--- config.mk ---
export PLATFORM = sky130hd
export DESIGN_NAME = hazard_fwd_unit_flat
export DESIGN_NICKNAME = d
export VERILOG_FILES = /design/src/rtl/hazard_fwd_unit_if.sv /design/src/rtl/hazard_fwd_unit.sv /design/src/flat_wrapper.sv
export SDC_FILE = /design/constraint.sdc
export NUM_CORES = 1
export LEC_CHECK = 0
export ABC_AREA = 1
export CORE_MARGIN = 2
export CORE_UTILIZATION = 25
export DETAILED_ROUTE_END_ITERATION = 16
export GPL_TIMING_DRIVEN = 0
export HOLD_SLACK_MARGIN = 0.06
export PLACE_DENSITY = 0.63
export SYNTH_ARGS = -nofsm -noshare
export SYNTH_HDL_FRONTEND = slang
export SYNTH_SLANG_ARGS = --single-unit
--- constraint.sdc ---
create_clock -name clk -period 3.7 [get_ports clk]
set_clock_uncertainty 0.2 [all_clocks]
set_input_delay 0.74 -clock clk [delete_from_list [all_inputs] [get_ports clk]]
set_output_delay 0.74 -clock clk [all_outputs]
set_load 0.01 [all_outputs]
--- src/rtl/hazard_fwd_unit_if.sv ---
// Decoder <-> hazard/forwarding unit bundle: ID-stage operands, downstream
// stage destinations, branch resolution, and the resulting pipeline controls.
interface hazard_fwd_unit_if #(
    parameter int AW   = 5,
    parameter int NSTG = 2
);
    localparam int SW = $clog2(NSTG + 2);

    // ID-stage instruction description
    logic                 id_valid;
    logic [AW-1:0]        id_rs1;
    logic [AW-1:0]        id_rs2;
    logic                 id_rs1_used;
    logic                 id_rs2_used;
    logic                 id_shift;
    logic                 id_aluimm;
    logic                 id_is_branch;
    logic                 id_is_jump;

    // Downstream stages, index 0 = EXE (youngest)
    logic [NSTG*AW-1:0]   stg_rd;
    logic [NSTG-1:0]      stg_wreg;
    logic [NSTG-1:0]      stg_is_load;

    // Branch resolution from the EXE side
    logic                 br_resolve;
    logic                 br_taken;

    // Pipeline controls
    logic                 stall;
    logic                 discard;
    logic                 flush;
    logic [SW-1:0]        alu_a_sel;
    logic [SW-1:0]        alu_b_sel;
    logic [1:0]           pcsource;
    logic                 proto_err;

    modport master (
        output id_valid, id_rs1, id_rs2, id_rs1_used, id_rs2_used,
               id_shift, id_aluimm, id_is_branch, id_is_jump,
               stg_rd, stg_wreg, stg_is_load, br_resolve, br_taken,
        input  stall, discard, flush, alu_a_sel, alu_b_sel, pcsource, proto_err
    );

    modport slave (
        input  id_valid, id_rs1, id_rs2, id_rs1_used, id_rs2_used,
               id_shift, id_aluimm, id_is_branch, id_is_jump,
               stg_rd, stg_wreg, stg_is_load, br_resolve, br_taken,
        output stall, discard, flush, alu_a_sel, alu_b_sel, pcsource, proto_err
    );
endinterface

--- src/rtl/hazard_fwd_unit.sv ---
// ID-stage hazard controller: operand forwarding from NSTG downstream stages,
// load-use stall, and a registered branch/jump FSM that owns stall, squash
// and PC source. A sticky flag records branch resolutions nobody was waiting for.
module hazard_fwd_unit #(
    parameter int AW          = 5,
    parameter int NSTG        = 2,
    parameter int LOAD_LAT    = 1,
    parameter int BR_PENALTY  = 2,
    parameter int JMP_PENALTY = 1
) (
    input  logic              clk,
    input  logic              rst,
    hazard_fwd_unit_if.slave  bus
);
    localparam int SW = $clog2(NSTG + 2);

    typedef enum logic [1:0] {
        ST_RUN     = 2'd0,
        ST_BR_WAIT = 2'd1,
        ST_SQUASH  = 2'd2
    } state_t;

    state_t        state, state_nxt;
    logic [3:0]    cnt, cnt_nxt;
    logic          proto_err_q;

    logic [SW-1:0] a_fwd_sel, b_fwd_sel;
    logic          a_load, b_load;
    logic          hz, issue;

    logic          stall, discard, flush;
    logic [SW-1:0] alu_a_sel, alu_b_sel;
    logic [1:0]    pcsource;

    // Forwarding match: scan oldest to youngest so the youngest match overwrites.
    always_comb begin
        // NOTE: every comb output gets a default first, otherwise a path that
        // skips the assignment infers a latch.
        a_fwd_sel = '0;
        b_fwd_sel = '0;
        a_load    = 1'b0;
        b_load    = 1'b0;
        for (int k = NSTG - 1; k >= 0; k--) begin
            if (bus.id_rs1_used && bus.stg_wreg[k] && (bus.id_rs1 != '0) &&
                (bus.stg_rd[k*AW +: AW] == bus.id_rs1)) begin
                a_fwd_sel = SW'(k + 2);
                a_load    = bus.stg_is_load[k] && (k < LOAD_LAT);
            end
            if (bus.id_rs2_used && bus.stg_wreg[k] && (bus.id_rs2 != '0) &&
                (bus.stg_rd[k*AW +: AW] == bus.id_rs2)) begin
                b_fwd_sel = SW'(k + 2);
                b_load    = bus.stg_is_load[k] && (k < LOAD_LAT);
            end
        end
    end

    assign hz    = a_load | b_load;
    assign issue = bus.id_valid & ~hz;

    // State register, squash counter and sticky protocol-error flag.
    always_ff @(posedge clk or posedge rst) begin
        // NOTE: state uses non-blocking assignments so every flop samples
        // pre-edge values regardless of statement order.
        if (rst) begin
            state       <= ST_RUN;
            cnt         <= '0;
            proto_err_q <= 1'b0;
        end else begin
            state <= state_nxt;
            cnt   <= cnt_nxt;
            if (bus.br_resolve && (state != ST_BR_WAIT))
                proto_err_q <= 1'b1;
        end
    end

    // Next-state logic; a branch in ID takes priority over a jump.
    always_comb begin
        state_nxt = state;
        cnt_nxt   = cnt;
        unique case (state)
            ST_RUN: begin
                if (issue && bus.id_is_branch) begin
                    state_nxt = ST_BR_WAIT;
                end else if (issue && bus.id_is_jump && (JMP_PENALTY != 0)) begin
                    state_nxt = ST_SQUASH;
                    cnt_nxt   = 4'(JMP_PENALTY);
                end
            end
            ST_BR_WAIT: begin
                if (bus.br_resolve && bus.br_taken && (BR_PENALTY != 0)) begin
                    state_nxt = ST_SQUASH;
                    cnt_nxt   = 4'(BR_PENALTY);
                end else if (bus.br_resolve) begin
                    state_nxt = ST_RUN;
                end
            end
            ST_SQUASH: begin
                cnt_nxt = cnt - 4'd1;
                if (cnt <= 4'd1)
                    state_nxt = ST_RUN;
            end
            default: begin
                state_nxt = ST_RUN;
                cnt_nxt   = '0;
            end
        endcase
    end

    // Output decode; everything is held at zero while reset is asserted.
    always_comb begin
        stall     = 1'b0;
        flush     = 1'b0;
        discard   = 1'b0;
        pcsource  = 2'b00;
        alu_a_sel = '0;
        alu_b_sel = '0;
        if (!rst) begin
            alu_a_sel = bus.id_shift  ? SW'(1) : a_fwd_sel;
            alu_b_sel = bus.id_aluimm ? SW'(1) : b_fwd_sel;
            unique case (state)
                ST_RUN: begin
                    stall = hz;
                    if (issue && bus.id_is_jump && !bus.id_is_branch)
                        pcsource = 2'b10;
                end
                ST_BR_WAIT: begin
                    stall = 1'b1;
                    if (bus.br_resolve && bus.br_taken)
                        pcsource = 2'b01;
                end
                ST_SQUASH: begin
                    flush = 1'b1;
                end
                default: ;
            endcase
            discard = stall | flush | ~bus.id_valid;
        end
    end

    assign bus.stall     = stall;
    assign bus.discard   = discard;
    assign bus.flush     = flush;
    assign bus.alu_a_sel = alu_a_sel;
    assign bus.alu_b_sel = alu_b_sel;
    assign bus.pcsource  = pcsource;
    assign bus.proto_err = proto_err_q;
endmodule

--- src/flat_wrapper.sv ---
// flat-port wrapper written by rule: the top's interface ports become plain ports
module hazard_fwd_unit_flat 
#(
    parameter int AW          = 5,
    parameter int NSTG        = 2,
    parameter int LOAD_LAT    = 1,
    parameter int BR_PENALTY  = 2,
    parameter int JMP_PENALTY = 1
)
  (clk, rst, bus_id_valid, bus_id_rs1, bus_id_rs2, bus_id_rs1_used, bus_id_rs2_used, bus_id_shift, bus_id_aluimm, bus_id_is_branch, bus_id_is_jump, bus_stg_rd, bus_stg_wreg, bus_stg_is_load, bus_br_resolve, bus_br_taken, bus_stall, bus_discard, bus_flush, bus_alu_a_sel, bus_alu_b_sel, bus_pcsource, bus_proto_err);
  hazard_fwd_unit_if #(.AW(AW), .NSTG(NSTG)) bus_i ();
  input  logic clk;
  input  logic rst;
  input wire logic [$bits(bus_i.id_valid)-1:0] bus_id_valid;
  input wire logic [$bits(bus_i.id_rs1)-1:0] bus_id_rs1;
  input wire logic [$bits(bus_i.id_rs2)-1:0] bus_id_rs2;
  input wire logic [$bits(bus_i.id_rs1_used)-1:0] bus_id_rs1_used;
  input wire logic [$bits(bus_i.id_rs2_used)-1:0] bus_id_rs2_used;
  input wire logic [$bits(bus_i.id_shift)-1:0] bus_id_shift;
  input wire logic [$bits(bus_i.id_aluimm)-1:0] bus_id_aluimm;
  input wire logic [$bits(bus_i.id_is_branch)-1:0] bus_id_is_branch;
  input wire logic [$bits(bus_i.id_is_jump)-1:0] bus_id_is_jump;
  input wire logic [$bits(bus_i.stg_rd)-1:0] bus_stg_rd;
  input wire logic [$bits(bus_i.stg_wreg)-1:0] bus_stg_wreg;
  input wire logic [$bits(bus_i.stg_is_load)-1:0] bus_stg_is_load;
  input wire logic [$bits(bus_i.br_resolve)-1:0] bus_br_resolve;
  input wire logic [$bits(bus_i.br_taken)-1:0] bus_br_taken;
  output wire logic [$bits(bus_i.stall)-1:0] bus_stall;
  output wire logic [$bits(bus_i.discard)-1:0] bus_discard;
  output wire logic [$bits(bus_i.flush)-1:0] bus_flush;
  output wire logic [$bits(bus_i.alu_a_sel)-1:0] bus_alu_a_sel;
  output wire logic [$bits(bus_i.alu_b_sel)-1:0] bus_alu_b_sel;
  output wire logic [$bits(bus_i.pcsource)-1:0] bus_pcsource;
  output wire logic [$bits(bus_i.proto_err)-1:0] bus_proto_err;
  assign bus_i.id_valid = bus_id_valid;
  assign bus_i.id_rs1 = bus_id_rs1;
  assign bus_i.id_rs2 = bus_id_rs2;
  assign bus_i.id_rs1_used = bus_id_rs1_used;
  assign bus_i.id_rs2_used = bus_id_rs2_used;
  assign bus_i.id_shift = bus_id_shift;
  assign bus_i.id_aluimm = bus_id_aluimm;
  assign bus_i.id_is_branch = bus_id_is_branch;
  assign bus_i.id_is_jump = bus_id_is_jump;
  assign bus_i.stg_rd = bus_stg_rd;
  assign bus_i.stg_wreg = bus_stg_wreg;
  assign bus_i.stg_is_load = bus_stg_is_load;
  assign bus_i.br_resolve = bus_br_resolve;
  assign bus_i.br_taken = bus_br_taken;
  assign bus_stall = bus_i.stall;
  assign bus_discard = bus_i.discard;
  assign bus_flush = bus_i.flush;
  assign bus_alu_a_sel = bus_i.alu_a_sel;
  assign bus_alu_b_sel = bus_i.alu_b_sel;
  assign bus_pcsource = bus_i.pcsource;
  assign bus_proto_err = bus_i.proto_err;
  hazard_fwd_unit #(.AW(AW), .NSTG(NSTG), .LOAD_LAT(LOAD_LAT), .BR_PENALTY(BR_PENALTY), .JMP_PENALTY(JMP_PENALTY)) u_core (.clk(clk), .rst(rst), .bus(bus_i));
endmodule
==> impl_metrics.yaml <==
pwr:
  seq_power_share_pct: 25.5
  p_int_uw: 312
  p_per_area_mw_per_mm2: 354
  leakage_uw: 0.000792
  switching_share_pct: 41.5
  ir_worst_vdd_mv: 0.281
  power_frac_comb_pct: 54.3
  clockPowerShare_pct: 20.3
  p_sw_uw: 221
routing:
  dr.first_iter.drc_count: 42
  drtPass1Iterations: 4
  routed_wl_mm: 2.75
  top_layer_used: "met4"
  wl_met3_um: 141
  postRouteAntennaNets: 0
  routedWlPerCell_um: 10.4
  num_vias: 1151
  wl_met2_mm: 1.29
  wl_met1_mm: 1.30
  drc: 0
  vias_per_cell: 4.38
cts:
  cts_tree: "built"
  clockBufferDepth: 2
  clock-sinks: 7
  clk_latency_ns: 0.23
  numCtsBuffers: 3
  htreeDepth: 1
  clock-root-buffer: "clkbuf_8"
  clkTransAtPathRegs_ns: 0.04
global_route:
  antenna_found_initial: 0
  grt_first_pass_wirelength_mm: 4.58
  grt_pass1_vias: 1058
  grt_max_degree: 10
  grt-ovfl-total: 0
  grt.total_usage_pct: 13.7
synthesis:
  synthArstFlopShare_pct: 100
  ys.flop_type: "dfrtp_1"
  ys_warn_count: 0
  syn-mean-instance-area_um2: 5.66
  yosysUniqueCellTypes: 28
  synth_area_um2: 951
  syn_nets: 205
  synth_cells: 168
  synth_edf_count: 0
  yosysSeqAreaShare_pct: 18.4
  synth-seq-cells: 7
sta:
  rsz0062_at_grt: "false"
  min_period_over_period_pct: 96.0
  slew_viol_final: 0
  tightest_slew_ns: 0.464
  slew_headroom_pct: 69.0
  finalSetupViolations: 0
  tns_ns: 0
  final-hold-violation-count: 0
  max_clock_freq_mhz: 282
  layout_min_cycle_time_ns: 3.55
worst_setup_path:
  r2r_end: "u_core.state[1]"
  critPathArrivalTime_ns: 2.61
  end_kind: "primary output"
  worstRegToRegCells: 7
  worstReg2RegStart: "u_core.cnt[0]"
  crit_required_ns: 2.76
  r2r_setup_slack_ns: 1.98
  worstSetupStartpointType: "input port"
  critPathMaxFanout: 4
  critPathKind: "in2out"
floorplanning:
  core_area_mm2: 0.00366
  io_pins: 45
  die_h_um: 65.7
  die-area_mm2: 0.00431
  placementRows: 22
  start_util_pct: 26.0
  fp.dieW_um: 65.7
worst_hold_path:
  hold_start: "u_core.bus.proto_err"
  holdPathEnd: "u_core.bus.proto_err"
  min_path_cells: 1
  hp-class: "reg2reg"
final_layout:
  synthToLayoutAreaGrowth_pct: 58.4
  finalNetCount: 253
  antennaDiodeCount: 0
  final_core_util_pct: 41.1
  drive_gt1_share_pct: 10.2
status:
  status: "finished clean"
placed_design:
  routabilityCongestion: 0.896
  port_buffers: 42
  dp_hpwl_mm: 2.36
job:
  cap_violations: 0
-- layout make-up --
| class | count | area (µm²) |
|---|---|---|
| Buffer | 1 | 3.75 |
| Tap cell | 48 | 60.1 |
| Inverter | 36 | 135 |
| Timing Repair Buffer | 43 | 435 |
| Sequential cell | 7 | 175 |
| Fill cell | 395 | 2150 |
| Clock buffer | 4 | 45.0 |
| Multi-Input combinational cell | 124 | 652 |
-- cell usage in the layout, fill, tap and decap left out --
master           Yosys  final
nor4_2               0      1
xnor2_1              1      1
clkbuf_8             0      3
nand4_2              1      1
inv_1               32     32
xor2_1               1      1
dlymetal6s2s_1       0      3
inv_2                4      4
o2111ai_1            1      1
o21bai_1             1      1
nand3_4              2      2
a211oi_1             1      1
buf_4                0      1
nand3_1              9      9
nand4_1              3      3
o22ai_1              3      3
o211ai_1             1      1
nand2_4              2      2
dfrtp_1              7      7
nand2_1             53     53
nor2_2               3      2
clkbuf_1             1      2
nor3_1               3      3
a21oi_1             11     11
nor2_1              14     14
nand2_2              3      3
or2_2                1      1
nor2_4               0      1
clkdlybuf4s50_1      0     39
ha_1                 2      2
o21ai_0              5      5
o21ai_2              0      1
a221oi_1             1      1
-- metrics by stage --
| stage | worst slack (ns) | total power, µW | std cells | hold WS [ns] | instance area, µm² |
|---|---|---|---|---|---|
| after floorplan | 1.06 | 323 | 168 | 0.263 | 951 |
| after global placement | -0.00136 | 422 | 258 | 0.263 | 1430 |
| after detailed placement | -0.0144 | 424 | 258 | 0.265 | 1430 |
| after CTS | 0.00301 | 539 | 263 | 0.278 | 1490 |
| after global routing | 0.0114 | 596 | 263 | 0.300 | 1510 |
| final | 0.148 | 533 | 263 | 0.274 | 1510 |
-- Yosys cell counts (2+ instances only) --
cell type   n  share of area [%]
a21oi_1    11                5.8
dfrtp_1     7                 18
ha_1        2                2.6
inv_1      32                 13
inv_2       4                1.6
nand2_1    53                 21
nand2_2     3                2.0
nand2_4     2                2.4
nand3_1     9                4.7
nand3_4     2                3.7
nand4_1     3                2.0
nor2_1     14                5.5
nor2_2      3                2.0
nor3_1      3                1.6
o21ai_0     5                2.6
o22ai_1     3                2.0
-- cell families (layout without fill, tap and decap cells) --
group                    Yosys count  after routing  share of synthesized area (%)
buffers and inverters             37             84                           14.6
AO/OA/AOI/OAI                     25             25                           15.1
XOR/XNOR                           2              2                           1.84
flip-flops                         7              7                           18.4
AND/OR/NAND/NOR                   95             95                           47.4
adder cells (fa/ha/maj)            2              2                           2.63
-- critical path: stages --
cell             delay (ns)
clkdlybuf4s50_1        0.49
inv_2                  0.06
nand2_1                0.05
o21ai_0                0.07
inv_1                  0.06
o2111ai_1              0.09
nor3_1                 0.28
a21oi_1                0.07
nor3_1                 0.14
clkdlybuf4s50_1        0.57
-- worst max-delay path by stage --
stage | startpoint | to | slack, ns
after global placement | bus_id_rs1[3] | bus_discard | -0.001
final | bus_id_rs1[4] | bus_alu_a_sel[1] | 0.15
after CTS | bus_id_rs1[1] | bus_discard | 0.003
after floorplan | bus_id_rs2[4] | bus_pcsource[1] | 1.06
after global routing | bus_id_rs1[4] | bus_alu_a_sel[1] | 0.01
after detailed placement | bus_id_rs1[1] | bus_discard | -0.01
-- routing by layer --
metal | vias up | GRT usage (%)
li1 | 627 | -
met1 | 498 | 17.4
met2 | 24 | 23.4
met3 | 2 | 3.77
met4 | 0 | 2.34
met5 | - | 0
-- power groups by stage --
stage / Combinational (µW) / Clock (µW) / Sequential (µW)
3_3_place_gp: 286 / 0 / 136
2_1_floorplan: 195 / 0 / 129
3_5_place_dp: 288 / 0 / 136
6_report: 289 / 108 / 136
5_1_grt: 338 / 117 / 141
4_1_cts: 291 / 111 / 137
-- what timing repair did --
item / CTS / global route
hold buffers: 0 / 0
setup buffers: 1 / 0
resized for setup: 1 / 5
pin swaps: 1 / 0
endpoints found under the setup margin: 2 / 3
-- sequential cells by signal, indices dropped and copies added (netlist names) --
| signal | cells |
|---|---|
| u_core.bus.proto_err | 1 |
| u_core.cnt | 4 |
| u_core.state | 2 |
(Power assumes the default switching activity.)
